## config.mk

```make
export PLATFORM = sky130hd
export DESIGN_NAME = prog_loader
export DESIGN_NICKNAME = d
export VERILOG_FILES = /design/src/rtl/prog_pkg.sv /design/src/rtl/prog_csum.sv /design/src/rtl/prog_loader.sv
export SDC_FILE = /design/constraint.sdc
export NUM_CORES = 1
export LEC_CHECK = 0
export ABC_CLOCK_PERIOD_IN_PS = 3400
export CAP_MARGIN = 10
export CORE_MARGIN = 1.5
export CORE_UTILIZATION = 55
export CTS_BUF_LIST = sky130_fd_sc_hd__clkbuf_16
export CTS_CLUSTER_SIZE = 25
export DETAILED_ROUTE_END_ITERATION = 8
export GPL_ROUTABILITY_DRIVEN = 0
export PLACE_DENSITY = 0.79
export SLEW_MARGIN = 20
export SYNTH_ARGS = -nofsm -noshare
export SYNTH_HDL_FRONTEND = slang
export SYNTH_SLANG_ARGS = --single-unit
```

## constraint.sdc

```tcl
create_clock -name clk -period 3.4 [get_ports clk]
set_input_delay 1.02 -clock clk [delete_from_list [all_inputs] [get_ports clk]]
set_output_delay 1.02 -clock clk [all_outputs]
set_load 0.03 [all_outputs]
```

## src/rtl/prog_pkg.sv

```systemverilog
// Shared program-loader definitions: frame state encoding, sync marker and
// program memory address width. The processor core imports these as well.
package prog_pkg;

    localparam int         ADDR_W       = 6;
    localparam logic [7:0] SYNC_DEFAULT = 8'hA5;

    typedef enum logic [2:0] {
        S_HUNT,
        S_ADDR,
        S_LEN,
        S_DATA,
        S_CSUM
    } prog_state_t;

endpackage

```

## src/rtl/prog_csum.sv

```systemverilog
// Modulo-256 frame checksum accumulator. The good flag looks ahead by adding
// the byte currently offered, so it is valid on the CSUM acceptance cycle.
module prog_csum (
    input  logic       clk,
    input  logic       rst,
    input  logic       clear,
    input  logic       add,
    input  logic [7:0] data,
    output logic       good
);

    logic [7:0] sum;
    logic [7:0] total;

    assign total = sum + data;
    assign good  = (total == 8'h00);

    always_ff @(posedge clk) begin
        if (rst || clear) begin
            sum <= 8'h00;
        end else if (add) begin
            sum <= total;
        end
    end

endmodule

```

## src/rtl/prog_loader.sv

```systemverilog
// Serial program loader: hunts for a sync byte, writes the framed payload into
// program memory and releases the processor only after a good checksum.
//
// state  | meaning
// HUNT   | discard bytes until SYNC_BYTE; processor may be running
// ADDR   | next byte is the start address (low 6 bits)
// LEN    | next byte is the payload length; zero aborts the frame
// DATA   | payload bytes, each written one cycle after acceptance
// CSUM   | final byte closes the frame; total must be 8'h00
module prog_loader
    import prog_pkg::*;
#(
    parameter int         MEM_DEPTH = 64,
    parameter logic [7:0] SYNC_BYTE = SYNC_DEFAULT,
    parameter int         TIMEOUT   = 1000
) (
    input  logic              clk,
    input  logic              rst,
    input  logic              in_valid,
    input  logic [7:0]        in_data,
    output logic              in_ready,
    input  logic              mem_stall,
    output logic              mem_we,
    output logic [ADDR_W-1:0] mem_addr,
    output logic [7:0]        mem_wdata,
    output logic              cpu_run,
    output logic              done,
    output logic              err
);

    localparam int IDLE_W = $clog2(TIMEOUT + 1);

    prog_state_t       state;
    logic [ADDR_W-1:0] ptr;
    logic [7:0]        cnt;
    logic [IDLE_W-1:0] idle_cnt;
    logic              accept;
    logic              idle_hit;
    logic              csum_clear;
    logic              csum_add;
    logic              csum_good;

    assign in_ready   = !mem_stall && !rst;
    assign accept     = in_valid && in_ready;
    assign idle_hit   = (idle_cnt == IDLE_W'(TIMEOUT - 1));
    assign csum_clear = accept && (state == S_HUNT) && (in_data == SYNC_BYTE);
    assign csum_add   = accept && (state == S_ADDR || state == S_LEN || state == S_DATA);

    prog_csum u_csum (
        .clk   (clk),
        .rst   (rst),
        .clear (csum_clear),
        .add   (csum_add),
        .data  (in_data),
        .good  (csum_good)
    );

    always_ff @(posedge clk) begin
        if (rst) begin
            state     <= S_HUNT;
            ptr       <= '0;
            cnt       <= 8'h00;
            idle_cnt  <= '0;
            cpu_run   <= 1'b0;
            mem_we    <= 1'b0;
            mem_addr  <= '0;
            mem_wdata <= 8'h00;
            done      <= 1'b0;
            err       <= 1'b0;
        end else begin
            mem_we <= 1'b0;
            done   <= 1'b0;
            err    <= 1'b0;

            // A stalled memory port still counts as idle time mid-frame.
            if (state == S_HUNT || accept) begin
                idle_cnt <= '0;
            end else if (idle_hit) begin
                idle_cnt <= '0;
                err      <= 1'b1;
                state    <= S_HUNT;
            end else begin
                idle_cnt <= idle_cnt + 1'b1;
            end

            if (accept) begin
                case (state)
                    S_HUNT: begin
                        if (in_data == SYNC_BYTE) begin
                            state   <= S_ADDR;
                            cpu_run <= 1'b0;
                        end
                    end
                    S_ADDR: begin
                        ptr   <= in_data[ADDR_W-1:0];
                        state <= S_LEN;
                    end
                    S_LEN: begin
                        cnt <= in_data;
                        if (in_data == 8'h00) begin
                            err   <= 1'b1;
                            state <= S_HUNT;
                        end else begin
                            state <= S_DATA;
                        end
                    end
                    S_DATA: begin
                        mem_we    <= 1'b1;
                        mem_addr  <= ptr;
                        mem_wdata <= in_data;
                        ptr       <= (ptr == ADDR_W'(MEM_DEPTH - 1)) ? '0 : ptr + 1'b1;
                        cnt       <= cnt - 1'b1;
                        if (cnt == 8'h01) begin
                            state <= S_CSUM;
                        end
                    end
                    S_CSUM: begin
                        if (csum_good) begin
                            done    <= 1'b1;
                            cpu_run <= 1'b1;
                        end else begin
                            err <= 1'b1;
                        end
                        state <= S_HUNT;
                    end
                    default: state <= S_HUNT;
                endcase
            end
        end
    end

endmodule

```

==> results.json, run 1 <==
{
  "status": "finished, final reports clean",
  "min_to": "idle_cnt[0]",
  "core_um2": 4440,
  "vias": 2468,
  "cp.arrival_ns": 3.50,
  "root_buffer": "clkbuf_16",
  "critPathKind": "input port to flop",
  "clock_latency_ns": 0.29,
  "setup_viol": 0,
  "yosysSeqAreaShare_pct": 40.7,
  "grt_pass1_vias": 2240,
  "cts_tree": "yes",
  "synth-main-ff-cell": "dfxtp_1",
  "syn2layout_area_growth_pct": 21.2,
  "min_path_cells": 1,
  "worst_slack_ns": 0.140,
  "nets": 391,
  "regToRegSetupSlack_ns": 1.06,
  "synth-seq-cells": 53,
  "fp-row-count": 24,
  "required_ns": 3.64,
  "mostFrequentLayoutCells": "nand2_1 (63), dfxtp_1 (53), nor2_1 (48), a21oi_1 (36), clkdlybuf4s50_1 (29)",
  "post_drt_wl_per_cell_um": 15.2,
  "drive_above_1_share_pct": 8.42,
  "io_buffer_count": 30,
  "crit_start": "in_data[0]",
  "drv_slew": 0,
  "hold_violations": 0,
  "period_needed_ns": 3.26,
  "peakVddDrop_mv": 0.371,
  "relSlewSlack_pct": 56.5,
  "power.density_nw_per_um2": 372,
  "ioPinCount": 31,
  "drt_iter0_drc": 117,
  "hold_path.class": "flop to flop",
  "fmaxAchievable_mhz": 307,
  "ctsHtreeMaxLevel": 2,
  "firstDrtPassIters": 5,
  "yosysWarnings": 0,
  "dp_slack_ns": -0.219,
  "syn_nets": 354,
  "die_area_um2": 5160,
  "antenna_found_initial": 0,
  "maxCapViolations": 0,
  "total_leakage_power_nw": 1.17,
  "design_area_um2": 3160,
  "cts_sinks": 53,
  "die_width_um": 71.9,
  "gr-total-overflow": 0,
  "ys_types": 47,
  "total_power_mw": 1.18,
  "grt_max_degree": 21,
  "hold_start": "idle_cnt[0]",
  "r2r-start": "u_csum.sum[0]",
  "drt_wl_total_mm": 6.39,
  "path_clk_slew_ns": 0.07,
  "dp_hpwl_mm": 4.48,
  "ys_async_sr_fraction_pct": 0,
  "worst_slew_pin_slew_ns": 0.651,
  "numCtsBuffers": 5,
  "initial_utilization_pct": 58.7,
  "postCtsSetupBuffers": 0,
  "grt_use_total_pct": 26.0,
  "grt_pass1_wl_mm": 10.5,
  "r2r-end": "cpu_run",
  "fin_crit_sh_pct": 95.9,
  "tns_ns": 0,
  "dieHeight_um": 71.9,
  "whs_ns": 0.443,
  "rsz0062_at_grt": "false",
  "vias_per_cell": 5.88,
  "syn_area_um2": 2610,
  "remaining_drc_errors": 0,
  "synth_edf_count": 0,
  "synth_area_per_cell_um2": 7.90,
  "netlist_instances": 330,
  "final_common_cell": "nand2_1",
  "place_area_um2": 3020,
  "end_kind": "flop",
  "drtAntennaViolNets": 0,
  "final.setup_skew_ns": 0.00275,
  "clockBufferDepth": 2,
  "path_max_fanout": 2,
  "insertedDiodeCount": 0,
  "r2r_cells": 8,
  "start_kind": "input port"
}
==> Yosys cell counts, drive strengths merged (4+ instances only) <==
master | instances | area [µm²]
a21oi | 36 | 180
nor2 | 49 | 191
buf | 5 | 25.0
ha | 11 | 138
and3 | 7 | 43.8
nand3b | 4 | 30.0
nand3 | 6 | 30.0
inv | 5 | 18.8
o21ai | 15 | 75.1
clkbuf | 9 | 33.8
nor3 | 8 | 45.0
a211oi | 5 | 42.5
xnor2 | 9 | 78.8
xor2 | 7 | 61.3
nand2 | 63 | 236
nor4 | 4 | 40.0
dfxtp | 53 | 1060
==> metal layers <==
metal / global-route usage, % / vias up / wire length (µm)
met2: 39.5 / 101 / 2810
met3: 5.06 / 20 / 479
met5: 0 / - / 0
li1: - / 1221 / -
met1: 36.0 / 1126 / 2910
met4: 11.1 / 0 / 189
==> flip-flops by register name, indices dropped and copies added, names as in the netlist, 3 cells and up <==
name,cells
idle_cnt,10
u_csum.sum,8
state,3
mem_wdata,8
cnt,8
ptr,6
mem_addr,6
==> where the power goes <==
group,internal [mW],leakage [nW],switching [mW]
clock network,0.268,0.0748,0.218
registers,0.621,0.427,0.0000911
logic,0.0306,0.664,0.0393
total,0.919,1.17,0.258
==> area by class of cell <==
| type | count | area, µm² |
|---|---|---|
| Multi-Input combinational cell | 258 | 1470 |
| Fill cell | 344 | 1280 |
| Sequential cell | 53 | 1060 |
| Timing Repair Buffer | 44 | 403 |
| Clock buffer | 5 | 125 |
| Tap cell | 52 | 65.1 |
| Inverter | 5 | 18.8 |
| Clock inverter | 3 | 13.8 |
==> per-stage QoR <==
step,cells,utilization [%]
finish,420,71.1
global route,420,71.1
CTS,420,71.0
detailed placement,412,67.9
global placement,412,67.9
floorplan,330,-
==> worst max path at each step <==
stage / to / slack, ns / cells after the start
floorplan: cpu_run / 0.40 / 8
global placement: cpu_run / -0.15 / 9
detailed placement: cpu_run / -0.22 / 9
CTS: cpu_run / 0.08 / 9
global route: cpu_run / 0.06 / 9
finish: cpu_run / 0.14 / 9
==> repair_timing <==
item / 4_1_cts / 5_1_grt
resized for setup: 0 / 1
hold buffers: 0 / 0
endpoints found under the setup margin: 0 / 2
==> cells by family (layout without fill, tap and decap cells) <==
logic type,after synthesis,after routing,synth area share [%]
compound gates,78,78,18.2
xor+xnor,16,16,5.37
fa+ha+maj,12,12,6.05
buf+inv,19,57,2.97
flops,53,53,40.7
simple gates,152,152,26.7
==> worst max-delay path, stage by stage <==
cell and delay (ns):
clkdlybuf4s50_1 0.46, ha_1 0.25, fa_1 0.42, a211oi_2 0.27, nor2_1 0.09, xor2_1 0.16, or4_4 0.45, nor4_4 0.27
a21o_1 0.11
No activity file was read; power rests on OpenSTA's default activity.
==> run 2, diff against run 1 <==
ABC_CLOCK_PERIOD_IN_PS = default   (was 3400)
CORE_ASPECT_RATIO = 1.2   (was default)
==> run 2 against run 1 <==
  * Final cell count increased by 2.1%
  * First-iteration DRC count increased by 32%
  * Power decreased by 0.16%
  * Sequential cell count unchanged
  * Wire length decreased by 8.5%
  * Non-clock buffer count increased by 3
  * Maximum frequency increased by 1.1%
  * Critical path depth unchanged
  * Critical path type unchanged
  * Critical endpoint unchanged
  * Largest cell class unchanged
==> results.json, run 2 (synthesis gave the netlist of run 1 again) <==
{
  "status": "finished, final reports clean",
  "insertedDiodeCount": 0,
  "drive_above_1_share_pct": 9.16,
  "die_width_um": 65.9,
  "fin_crit_sh_pct": 94.9,
  "largest_reg_flops": 10,
  "use_met1_pct": 32.4,
  "critPathKind": "input port to flop",
  "dp_hpwl_mm": 4.29,
  "total_leakage_power_nw": 1.17,
  "root_buffer": "clkbuf_16",
  "whs_ns": 0.435,
  "gr-usage-met3_pct": 5.01,
  "cp.arrival_ns": 3.46,
  "fmaxAchievable_mhz": 310,
  "final.setup_skew_ns": 0.00277,
  "final_common_cell": "nand2_1",
  "finish.utilization_pct": 70.1,
  "nFillCells": 373,
  "hold_violations": 0,
  "required_ns": 3.63,
  "vias": 2413,
  "nets": 394,
  "gr-total-overflow": 0,
  "rsz0062_at_grt": "false",
  "regMostFlops": "idle_cnt",
  "peakVddDrop_mv": 0.236,
  "drt_iter0_drc": 155,
  "die_area_um2": 5160,
  "maxCapViolations": 0,
  "io_buffer_count": 30,
  "place_inst": 421,
  "worst_slew_pin_slew_ns": 0.685,
  "remaining_drc_errors": 0,
  "grt_pass1_vias": 2205,
  "ctsHtreeMaxLevel": 2,
  "clock_latency_ns": 0.28,
  "firstDrtPassIters": 5,
  "tns_ns": 0,
  "mostFrequentLayoutCells": "nand2_1 (63), dfxtp_1 (53), nor2_1 (48), a21oi_1 (36), clkdlybuf4s50_1 (29)",
  "register_area_um2": 1060,
  "ctsHoldBuffers": 0,
  "path_max_fanout": 2,
  "cts_sinks": 53,
  "ioPinCount": 31,
  "grt_use_total_pct": 24.4,
  "initial_utilization_pct": 57.2,
  "numCtsBuffers": 5,
  "end_kind": "flop",
  "postCtsSetupBuffers": 0,
  "antenna_found_initial": 0,
  "core_um2": 4560,
  "relSlewSlack_pct": 54.2,
  "vias_per_cell": 5.62,
  "grt_max_degree": 33,
  "hold_path.class": "flop to flop",
  "grt_util_met2_pct": 40.3,
  "total_power_mw": 1.17,
  "regToRegSetupSlack_ns": 1.10,
  "multi_input_area_um2": 1470,
  "grt-busiest-layer": "met2",
  "clockBufferDepth": 2,
  "grt_pass1_wl_mm": 9.97,
  "drt_wl_total_mm": 5.84,
  "path_clk_slew_ns": 0.07,
  "syn2layout_area_growth_pct": 22.6,
  "start_kind": "input port",
  "post_drt_wl_per_cell_um": 13.6,
  "cts_tree": "yes",
  "drtAntennaViolNets": 0,
  "fin_cells": 429,
  "setup_viol": 0,
  "drv_slew": 0,
  "dieHeight_um": 78.4,
  "power.density_nw_per_um2": 368,
  "fp-row-count": 27,
  "period_needed_ns": 3.23
}
run 2: changes by cell type in the layout (fill, tap and decap cells not counted), sizes merged:
cell      previous run  this run
clkinvlp             0         2
buf                 15        18
clkinv               2         0
run 2: worst paths after layout:
| check | start | end | depth (start not counted) |
|---|---|---|---|
| setup / recovery | in_data[0] | cpu_run | 9 |
| hold / removal | idle_cnt[0] | idle_cnt[0] | 1 |
| setup reg to reg | u_csum.sum[0] | cpu_run | 8 |
| hold reg to reg | idle_cnt[0] | idle_cnt[0] | 1 |
run 2: critical path, cell delays in order:
cell and delay, ns:
clkdlybuf4s50_1 0.46, ha_1 0.25, fa_1 0.42, a211oi_2 0.26, nor2_1 0.08, xor2_1 0.15
or4_4 0.44, nor4_4 0.27, a21o_1 0.10
run 2: power breakdown:
group	internal (mW)	switching (mW)
Sequential	0.621	0.0000904
Clock	0.270	0.213
Combinational	0.0325	0.0390
Total	0.923	0.252
run 2: layout make-up:
cell class / instances / share of cell area (%)
sequential: 53 / 33.2
clock buffer: 5 / 3.92
timing repair buffer: 47 / 13.3
multi-input combinational: 258 / 46.1
inverter: 5 / 0.587
tap: 58 / 2.27
clock inverter: 3 / 0.587
run 2: layer usage:
layer / share of wire [%] / up-vias
met3: 6.2 / 7
met2: 48 / 81
met1: 45 / 1092
met5: 0 / -
met4: 1.1 / 0
li1: - / 1233
run 2: per-stage QoR:
stage               setup WS (ns)  cell area, µm²
detailed placement         -0.185            3050
finish                      0.175            3200
floorplan                   0.401            2610
global route               0.0234            3200
CTS                        0.0987            3190
global placement           -0.146            3050
run 2: repair_timing:
item / in CTS / in global routing
setup endpoints to repair: 0 / 3
gates resized for setup: 0 / 1
endpoints found under the hold margin: 0 / 0
